--- src/rtl/matmul_tile_scheduler_pkg.sv ---
// Shared types, widths and defaults for the GEMM tile scheduler.
package matmul_tile_scheduler_pkg;

  localparam int DIM_W       = 32;
  localparam int SIZE_W      = 8;
  localparam int TILE_M_DEF  = 4;
  localparam int TILE_N_DEF  = 4;
  localparam int TILE_K_DEF  = 4;
  localparam int MAX_DIM_DEF = 1024;
  localparam int MAX_OUT_DEF = 2;

  typedef enum logic [2:0] {
    IDLE  = 3'd0,
    CHECK = 3'd1,
    ISSUE = 3'd2,
    DRAIN = 3'd3,
    DONE  = 3'd4
  } state_e;

  typedef struct packed {
    logic [DIM_W-1:0]  m_off;
    logic [DIM_W-1:0]  n_off;
    logic [DIM_W-1:0]  k_off;
    logic [SIZE_W-1:0] rows;
    logic [SIZE_W-1:0] cols;
    logic [SIZE_W-1:0] depth;
    logic              first_k;
    logic              last_k;
  } tile_cmd_t;

  // A dimension is usable when it is non-zero and within the supported maximum.
  function automatic logic dim_legal(input logic [DIM_W-1:0] dim,
                                     input logic [DIM_W-1:0] max_dim);
    return (dim != {DIM_W{1'b0}}) && (dim <= max_dim);
  endfunction

endpackage

--- src/rtl/matmul_tile_scheduler_if.sv ---
// Tile command channel between the scheduler (master) and the compute core (slave).
interface matmul_tile_scheduler_if;
  import matmul_tile_scheduler_pkg::*;

  logic      valid;
  logic      ready;
  tile_cmd_t cmd;
  logic      done;

  modport master (output valid, output cmd, input ready, input done);
  modport slave  (input valid, input cmd, output ready, output done);

endinterface

--- src/rtl/matmul_tile_scheduler_tile_dim_counter.sv ---
// One loop dimension: tile offset register plus clipped size and last-slice flag.
module tile_dim_counter
  import matmul_tile_scheduler_pkg::*;
#(
  parameter int TILE = 4
) (
  input  logic              clk,
  input  logic              rst_n,
  input  logic              clear_i,
  input  logic              step_i,
  input  logic [DIM_W-1:0]  limit_i,
  output logic [DIM_W-1:0]  off_o,
  output logic [SIZE_W-1:0] size_o,
  output logic              last_o
);

  localparam logic [DIM_W-1:0] STEP = DIM_W'(TILE);

  logic [DIM_W-1:0] off_q;
  logic [DIM_W-1:0] off_d;
  logic [DIM_W-1:0] rem_s;
  logic [DIM_W:0]   reach_s;

  // Remaining extent decides the edge-tile size; one extra bit keeps the reach compare exact.
  always_comb begin
    rem_s   = limit_i - off_q;
    reach_s = {1'b0, off_q} + {1'b0, STEP};
    last_o  = (reach_s >= {1'b0, limit_i});
    if (rem_s >= STEP) begin
      size_o = SIZE_W'(TILE);
    end else begin
      size_o = rem_s[SIZE_W-1:0];
    end
  end

  // Offset next-state: clear on job start, step by one tile, wrap after the last slice.
  always_comb begin
    off_d = off_q;
    if (clear_i) begin
      off_d = {DIM_W{1'b0}};
    end else if (step_i) begin
      if (last_o) begin
        off_d = {DIM_W{1'b0}};
      end else begin
        off_d = off_q + STEP;
      end
    end else begin
      off_d = off_q;
    end
  end

  // Offset register.
  always_ff @(posedge clk or negedge rst_n) begin
    if (!rst_n) begin
      off_q <= {DIM_W{1'b0}};
    end else begin
      off_q <= off_d;
    end
  end

  assign off_o = off_q;

endmodule

--- src/rtl/matmul_tile_scheduler.sv ---
// Walks an m x k x n GEMM (m outer, n middle, k inner) as tile commands,
// limiting in-flight tiles and signalling done once all issued tiles retire.
module matmul_tile_scheduler
  import matmul_tile_scheduler_pkg::*;
#(
  parameter int TILE_M  = TILE_M_DEF,
  parameter int TILE_N  = TILE_N_DEF,
  parameter int TILE_K  = TILE_K_DEF,
  parameter int MAX_DIM = MAX_DIM_DEF,
  parameter int MAX_OUT = MAX_OUT_DEF
) (
  input  logic                    clk,
  input  logic                    rst_n,
  input  logic                    start_i,
  input  logic [DIM_W-1:0]        cfg_m_i,
  input  logic [DIM_W-1:0]        cfg_k_i,
  input  logic [DIM_W-1:0]        cfg_n_i,
  output logic                    busy_o,
  output logic                    done_o,
  output logic                    err_o,
  matmul_tile_scheduler_if.master tile_if
);

  localparam int               CNT_W   = $clog2(MAX_OUT + 1);
  localparam logic [CNT_W-1:0] CNT_MAX = CNT_W'(MAX_OUT);
  localparam logic [CNT_W-1:0] CNT_ONE = CNT_W'(1);
  localparam logic [DIM_W-1:0] DIM_MAX = DIM_W'(MAX_DIM);

  state_e           state_q, state_d;
  logic [DIM_W-1:0] cfg_m_q, cfg_m_d;
  logic [DIM_W-1:0] cfg_k_q, cfg_k_d;
  logic [DIM_W-1:0] cfg_n_q, cfg_n_d;
  logic [CNT_W-1:0] cnt_q, cnt_d;
  tile_cmd_t        cmd_q, cmd_d;
  logic             valid_q, valid_d;
  logic             last_tile_q, last_tile_d;
  logic             busy_q, busy_d;
  logic             done_q, done_d;
  logic             err_q, err_d;

  logic             clear_s;
  logic             load_s;
  logic             hs_s;
  logic             retire_s;
  logic             cfg_ok_s;

  logic [DIM_W-1:0]  m_off_s, n_off_s, k_off_s;
  logic [SIZE_W-1:0] m_size_s, n_size_s, k_size_s;
  logic              m_last_s, n_last_s, k_last_s;

  assign clear_s  = (state_q == IDLE) && start_i;
  assign hs_s     = valid_q && tile_if.ready;
  assign retire_s = tile_if.done && (cnt_q != {CNT_W{1'b0}});
  assign cfg_ok_s = dim_legal(cfg_m_q, DIM_MAX) && dim_legal(cfg_k_q, DIM_MAX) &&
                    dim_legal(cfg_n_q, DIM_MAX);
  // The counters always point at the next tile to present, so a load both
  // captures the command and advances the loop nest.
  assign load_s   = ((state_q == CHECK) && cfg_ok_s) ||
                    ((state_q == ISSUE) && hs_s && !last_tile_q);

  tile_dim_counter #(.TILE(TILE_K)) u_k_cnt (
    .clk     (clk),
    .rst_n   (rst_n),
    .clear_i (clear_s),
    .step_i  (load_s),
    .limit_i (cfg_k_q),
    .off_o   (k_off_s),
    .size_o  (k_size_s),
    .last_o  (k_last_s)
  );

  tile_dim_counter #(.TILE(TILE_N)) u_n_cnt (
    .clk     (clk),
    .rst_n   (rst_n),
    .clear_i (clear_s),
    .step_i  (load_s && k_last_s),
    .limit_i (cfg_n_q),
    .off_o   (n_off_s),
    .size_o  (n_size_s),
    .last_o  (n_last_s)
  );

  tile_dim_counter #(.TILE(TILE_M)) u_m_cnt (
    .clk     (clk),
    .rst_n   (rst_n),
    .clear_i (clear_s),
    .step_i  (load_s && k_last_s && n_last_s),
    .limit_i (cfg_m_q),
    .off_o   (m_off_s),
    .size_o  (m_size_s),
    .last_o  (m_last_s)
  );

  // In-flight count; a retire with no tiles outstanding is dropped.
  always_comb begin
    cnt_d = cnt_q;
    if (hs_s && !retire_s) begin
      cnt_d = cnt_q + CNT_ONE;
    end else if (!hs_s && retire_s) begin
      cnt_d = cnt_q - CNT_ONE;
    end else begin
      cnt_d = cnt_q;
    end
  end

  // FSM next-state, config latch, command load and registered-output next values.
  always_comb begin
    state_d     = state_q;
    cfg_m_d     = cfg_m_q;
    cfg_k_d     = cfg_k_q;
    cfg_n_d     = cfg_n_q;
    cmd_d       = cmd_q;
    last_tile_d = last_tile_q;
    err_d       = 1'b0;
    case (state_q)
      IDLE: begin
        if (start_i) begin
          state_d = CHECK;
          cfg_m_d = cfg_m_i;
          cfg_k_d = cfg_k_i;
          cfg_n_d = cfg_n_i;
        end else begin
          state_d = IDLE;
        end
      end
      CHECK: begin
        if (cfg_ok_s) begin
          state_d = ISSUE;
        end else begin
          state_d = DONE;
          err_d   = 1'b1;
        end
      end
      ISSUE: begin
        if (hs_s && last_tile_q) begin
          state_d = DRAIN;
        end else begin
          state_d = ISSUE;
        end
      end
      DRAIN: begin
        if (cnt_d == {CNT_W{1'b0}}) begin
          state_d = DONE;
        end else begin
          state_d = DRAIN;
        end
      end
      DONE: begin
        state_d = IDLE;
      end
      default: begin
        state_d = IDLE;
      end
    endcase

    if (load_s) begin
      cmd_d.m_off   = m_off_s;
      cmd_d.n_off   = n_off_s;
      cmd_d.k_off   = k_off_s;
      cmd_d.rows    = m_size_s;
      cmd_d.cols    = n_size_s;
      cmd_d.depth   = k_size_s;
      cmd_d.first_k = (k_off_s == {DIM_W{1'b0}});
      cmd_d.last_k  = k_last_s;
      last_tile_d   = m_last_s && n_last_s && k_last_s;
    end else begin
      cmd_d       = cmd_q;
      last_tile_d = last_tile_q;
    end

    valid_d = (state_d == ISSUE) && (cnt_d < CNT_MAX);
    busy_d  = (state_d != IDLE);
    done_d  = (state_d == DONE);
  end

  // State and registered outputs.
  always_ff @(posedge clk or negedge rst_n) begin
    if (!rst_n) begin
      state_q     <= IDLE;
      cfg_m_q     <= {DIM_W{1'b0}};
      cfg_k_q     <= {DIM_W{1'b0}};
      cfg_n_q     <= {DIM_W{1'b0}};
      cnt_q       <= {CNT_W{1'b0}};
      cmd_q       <= '0;
      valid_q     <= 1'b0;
      last_tile_q <= 1'b0;
      busy_q      <= 1'b0;
      done_q      <= 1'b0;
      err_q       <= 1'b0;
    end else begin
      state_q     <= state_d;
      cfg_m_q     <= cfg_m_d;
      cfg_k_q     <= cfg_k_d;
      cfg_n_q     <= cfg_n_d;
      cnt_q       <= cnt_d;
      cmd_q       <= cmd_d;
      valid_q     <= valid_d;
      last_tile_q <= last_tile_d;
      busy_q      <= busy_d;
      done_q      <= done_d;
      err_q       <= err_d;
    end
  end

  assign busy_o        = busy_q;
  assign done_o        = done_q;
  assign err_o         = err_q;
  assign tile_if.valid = valid_q;
  assign tile_if.cmd   = cmd_q;

endmodule

--- src/flat_wrapper.sv ---
// flat-port wrapper written by rule: the top's interface ports become plain ports
module matmul_tile_scheduler_flat import matmul_tile_scheduler_pkg::*;
#(
  parameter int TILE_M  = TILE_M_DEF,
  parameter int TILE_N  = TILE_N_DEF,
  parameter int TILE_K  = TILE_K_DEF,
  parameter int MAX_DIM = MAX_DIM_DEF,
  parameter int MAX_OUT = MAX_OUT_DEF
)
  (clk, rst_n, start_i, cfg_m_i, cfg_k_i, cfg_n_i, busy_o, done_o, err_o, tile_if_valid, tile_if_cmd, tile_if_ready, tile_if_done);
  matmul_tile_scheduler_if tile_if_i ();
  input  logic clk;
  input  logic rst_n;
  input  logic start_i;
  input  logic [DIM_W-1:0] cfg_m_i;
  input  logic [DIM_W-1:0] cfg_k_i;
  input  logic [DIM_W-1:0] cfg_n_i;
  output logic busy_o;
  output logic done_o;
  output logic err_o;
  output wire logic [$bits(tile_if_i.valid)-1:0] tile_if_valid;
  output wire logic [$bits(tile_if_i.cmd)-1:0] tile_if_cmd;
  input wire logic [$bits(tile_if_i.ready)-1:0] tile_if_ready;
  input wire logic [$bits(tile_if_i.done)-1:0] tile_if_done;
  assign tile_if_valid = tile_if_i.valid;
  assign tile_if_cmd = tile_if_i.cmd;
  assign tile_if_i.ready = tile_if_ready;
  assign tile_if_i.done = tile_if_done;
  matmul_tile_scheduler #(.TILE_M(TILE_M), .TILE_N(TILE_N), .TILE_K(TILE_K), .MAX_DIM(MAX_DIM), .MAX_OUT(MAX_OUT)) u_core (.clk(clk), .rst_n(rst_n), .start_i(start_i), .cfg_m_i(cfg_m_i), .cfg_k_i(cfg_k_i), .cfg_n_i(cfg_n_i), .busy_o(busy_o), .done_o(done_o), .err_o(err_o), .tile_if(tile_if_i));
endmodule
--- config.mk ---
export PLATFORM = sky130hd
export DESIGN_NAME = matmul_tile_scheduler_flat
export DESIGN_NICKNAME = d
export VERILOG_FILES = /design/src/rtl/matmul_tile_scheduler_pkg.sv /design/src/rtl/matmul_tile_scheduler_if.sv /design/src/rtl/matmul_tile_scheduler_tile_dim_counter.sv /design/src/rtl/matmul_tile_scheduler.sv /design/src/flat_wrapper.sv
export SDC_FILE = /design/constraint.sdc
export NUM_CORES = 1
export LEC_CHECK = 0
export ABC_AREA = 1
export CORE_MARGIN = 4
export CORE_UTILIZATION = 60
export CTS_BUF_LIST = sky130_fd_sc_hd__clkbuf_16
export CTS_CLUSTER_SIZE = 40
export DETAILED_ROUTE_END_ITERATION = 8
export MAX_ROUTING_LAYER = met4
export PLACE_DENSITY = 0.83
export SLEW_MARGIN = 20
export SYNTH_ARGS = -nofsm -noshare
export SYNTH_HDL_FRONTEND = slang
export SYNTH_SLANG_ARGS = --single-unit
--- constraint.sdc ---
create_clock -name clk -period 8.07 [get_ports clk]
set_input_delay 1.614 -clock clk [delete_from_list [all_inputs] [get_ports clk]]
set_output_delay 1.614 -clock clk [all_outputs]
set_load 0.02 [all_outputs]
==> results.json <==
{
  "finalCritPeriodShare": 0.5841,
  "tightest_slew_ns": 1.127,
  "initial_core_util": 0.6081,
  "grt_max_degree": 169,
  "area_growth_pct": 15.65,
  "coreArea_um2": 40830,
  "synth_edf_count": 0,
  "instances_no_fill": 4600,
  "diodes": 0,
  "gp_congestion": 1.065,
  "rsz0062_at_grt": "no",
  "ctsLongestPathBuffers": 3,
  "required_ns": 8.57,
  "drc": 0,
  "cts_tree": "yes",
  "synth_area_per_cell_um2": 6.458,
  "synth_common_cells": "nand2_1, inv_1, nor2_1, dfrtp_1, nand3_1",
  "die_w_um": 211.4,
  "ir_drop_v": 0.0001998,
  "clk_latency_ns": 0.57,
  "yosysTopAreaCellShare": 0.3144,
  "ioPinCount": 227,
  "yosys.area.top_type": "dfrtp_1",
  "hpwl_mm": 59.51,
  "synth_area_leaders": "dfrtp_1, nand2_1, inv_1, ha_1, nand3_1",
  "dieArea_um2": 44700,
  "syn-instance-count": 3845,
  "first_pass_iters": 6,
  "cts_resized": 0,
  "root_buffer": "clkbuf_16",
  "antenna_found_initial": 0,
  "vias": 25090,
  "setup.worst_path.class": "register to register",
  "power.leakage_uw": 0.01613,
  "reg2reg_slack_ns": 3.36,
  "grt-ovfl-total": 0,
  "power_density_nw_per_um2": 220.7,
  "fin_crit_ns": 4.714,
  "path_max_fanout": 32,
  "fmax_mhz": 212.1,
  "ys_warn_count": 0,
  "drive_gt1_frac": 0.03319,
  "wire_per_inst_um": 16.63,
  "min_from": "u_core.tile_if.cmd[107]",
  "dp_cells": 4532,
  "drt_iter0_markers": 2423,
  "synth_area_um2": 24830,
  "critPathCaptureType": "register",
  "grt_pass1_vias": 23590,
  "crit_top_cell": "nand2_1",
  "cpPeakStageDelay_ns": 0.59,
  "hold_depth": 2,
  "numCtsBuffers": 37,
  "hold_end": "u_core.tile_if.cmd[107]",
  "h-tree-depth": 2,
  "r2r_cells": 26,
  "timing.rr.end": "u_core.u_m_cnt.off_o[17]",
  "synthArstFlopShare": 1.000,
  "ant_nets": 0,
  "tns_ns": 0,
  "drv_slew": 0,
  "critical_path.slowest_cell": "inv_2",
  "worstHoldPathType": "register to register",
  "vias_per_cell": 5.453,
  "ys_seq_elements": 312,
  "routed_wl_mm": 76.49,
  "hold_viol_final": 0,
  "clkSinkCount": 312,
  "post-cts-setup-buffers": 0,
  "outcome": "completed",
  "setup_violations": 0,
  "slew-limit-headroom": 0.2490,
  "dieHeight_um": 211.4,
  "r2r-start": "u_core.u_k_cnt.off_o[2]",
  "io_buffers": 220,
  "yosys.cell_types.count": 46,
  "cp-start-kind": "register",
  "arrival_ns": 5.22,
  "clock_skew_ns": 0.01432,
  "synth.most_common_cell": "nand2_1",
  "cts_hold_buf": 0,
  "clk_pin_slew_ns": 0.06,
  "grt_usage": 0.3441,
  "rows": 74,
  "synth_top_flop_cell": "dfrtp_1",
  "yosysSeqAreaShare": 0.3144,
  "fillCellCount": 3613,
  "fin_nets": 4326,
  "grt_first_pass_wirelength_mm": 120.6,
  "maxCapViolCount": 0
}
[metrics by stage]
step / hold slack (ns) / setup WS [ns] / total power, uW / instance area, um2 / utilization
3_3_place_gp: 0.4645 / 3.288 / 4402 / 27380 / 0.6705
5_1_grt: 0.4981 / 2.923 / 6796 / 28720 / 0.7033
6_report: 0.4820 / 3.356 / 6337 / 28720 / 0.7033
4_1_cts: 0.4847 / 3.461 / 6295 / 28690 / 0.7026
3_5_place_dp: 0.4664 / 3.207 / 4444 / 27380 / 0.6706
2_1_floorplan: 0.4519 / 4.755 / 3746 / 24860 / -
[flip-flops by register name, indices dropped and copies added, names as in the netlist, 2 cells and up]
signal,flops
u_core.tile_if.cmd,116
u_core.cfg_k_q,32
u_core.cfg_m_q,32
u_core.cfg_n_q,32
u_core.u_k_cnt.off_o,30
u_core.u_m_cnt.off_o,30
u_core.u_n_cnt.off_o,30
u_core.state_q,3
u_core.cnt_q,2
[kinds of logic after synthesis]
logic type	count (synthesis)	share of synthesized area
and+or+nand+nor	2090	0.3585
buffers and inverters	806	0.1270
AOI/OAI and AO/OA	364	0.07588
DFF	312	0.3144
adders and majority gates	185	0.09322
xor gates and xnor gates	86	0.03033
other	1	0.0001510
muxes	1	0.0004535
[worst max path at each step]
stage	start	to	slack, ns	cells after the start
finish	u_core.u_k_cnt.off_o[2]	u_core.u_m_cnt.off_o[17]	3.36	26
detailed placement	tile_if_ready	u_core.u_n_cnt.off_o[6]	3.21	10
floorplan	u_core.u_k_cnt.off_o[2]	u_core.u_k_cnt.off_o[10]	4.76	26
global route	u_core.u_k_cnt.off_o[2]	u_core.u_m_cnt.off_o[20]	2.92	26
CTS	u_core.u_k_cnt.off_o[2]	u_core.u_m_cnt.off_o[17]	3.46	26
global placement	tile_if_ready	u_core.u_n_cnt.off_o[19]	3.29	10
[layout by cell type (no fill, tap or decap), drive strengths merged, types with 2 or more instances in the layout]
master            n
nand2          1279
inv             736
nor2            333
dfrtp           312
nand3           269
o21ai           229
clkdlybuf4s50   219
ha              185
a21oi           101
nand4            83
xor2             82
nor3             68
clkbuf           39
nand3b           21
o22ai            18
nor4             16
clkinv           13
and2              9
conb              9
bufinv            7
o21bai            6
buf               6
nor3b             5
or2               4
xnor2             4
a21o              3
a21boi            2
and3              2
o21a              2
[final cells by class]
class                   count  area (um2)  area share
well taps                 532       665.6     0.02318
multi-input cells        2735       13910      0.4845
clock inverters            28       331.6     0.01155
flip-flops and latches    312        7807      0.2719
inverters                 729        2746     0.09564
repair buffers            225        2277     0.07930
clock buffers              39       975.9     0.03399
[worst max-delay path: cells and delay by family, from the launching register on]
kind	cells	cell delay, ns
xor gates and xnor gates	1	0.21
adders and majority gates	2	0.50
buffers and inverters	4	0.82
DFF	1	0.39
and+or+nand+nor	19	2.68
[report_power, final]
part	internal, uW	leakage (uW)	switching, uW
Combinational	883	0.0118	1840
Sequential	1690	0.00370	91.6
Clock	1110	0.000656	721
[layer usage]
metal  global-route usage  vias up  wire, um
li1                     -    12390         -
met1               0.4437    11380     31540
met2               0.5384     1091     34510
met3              0.05646      223      6538
met4               0.1526        0      3903
met5                    -        -         0
(Power assumes the default switching activity.)
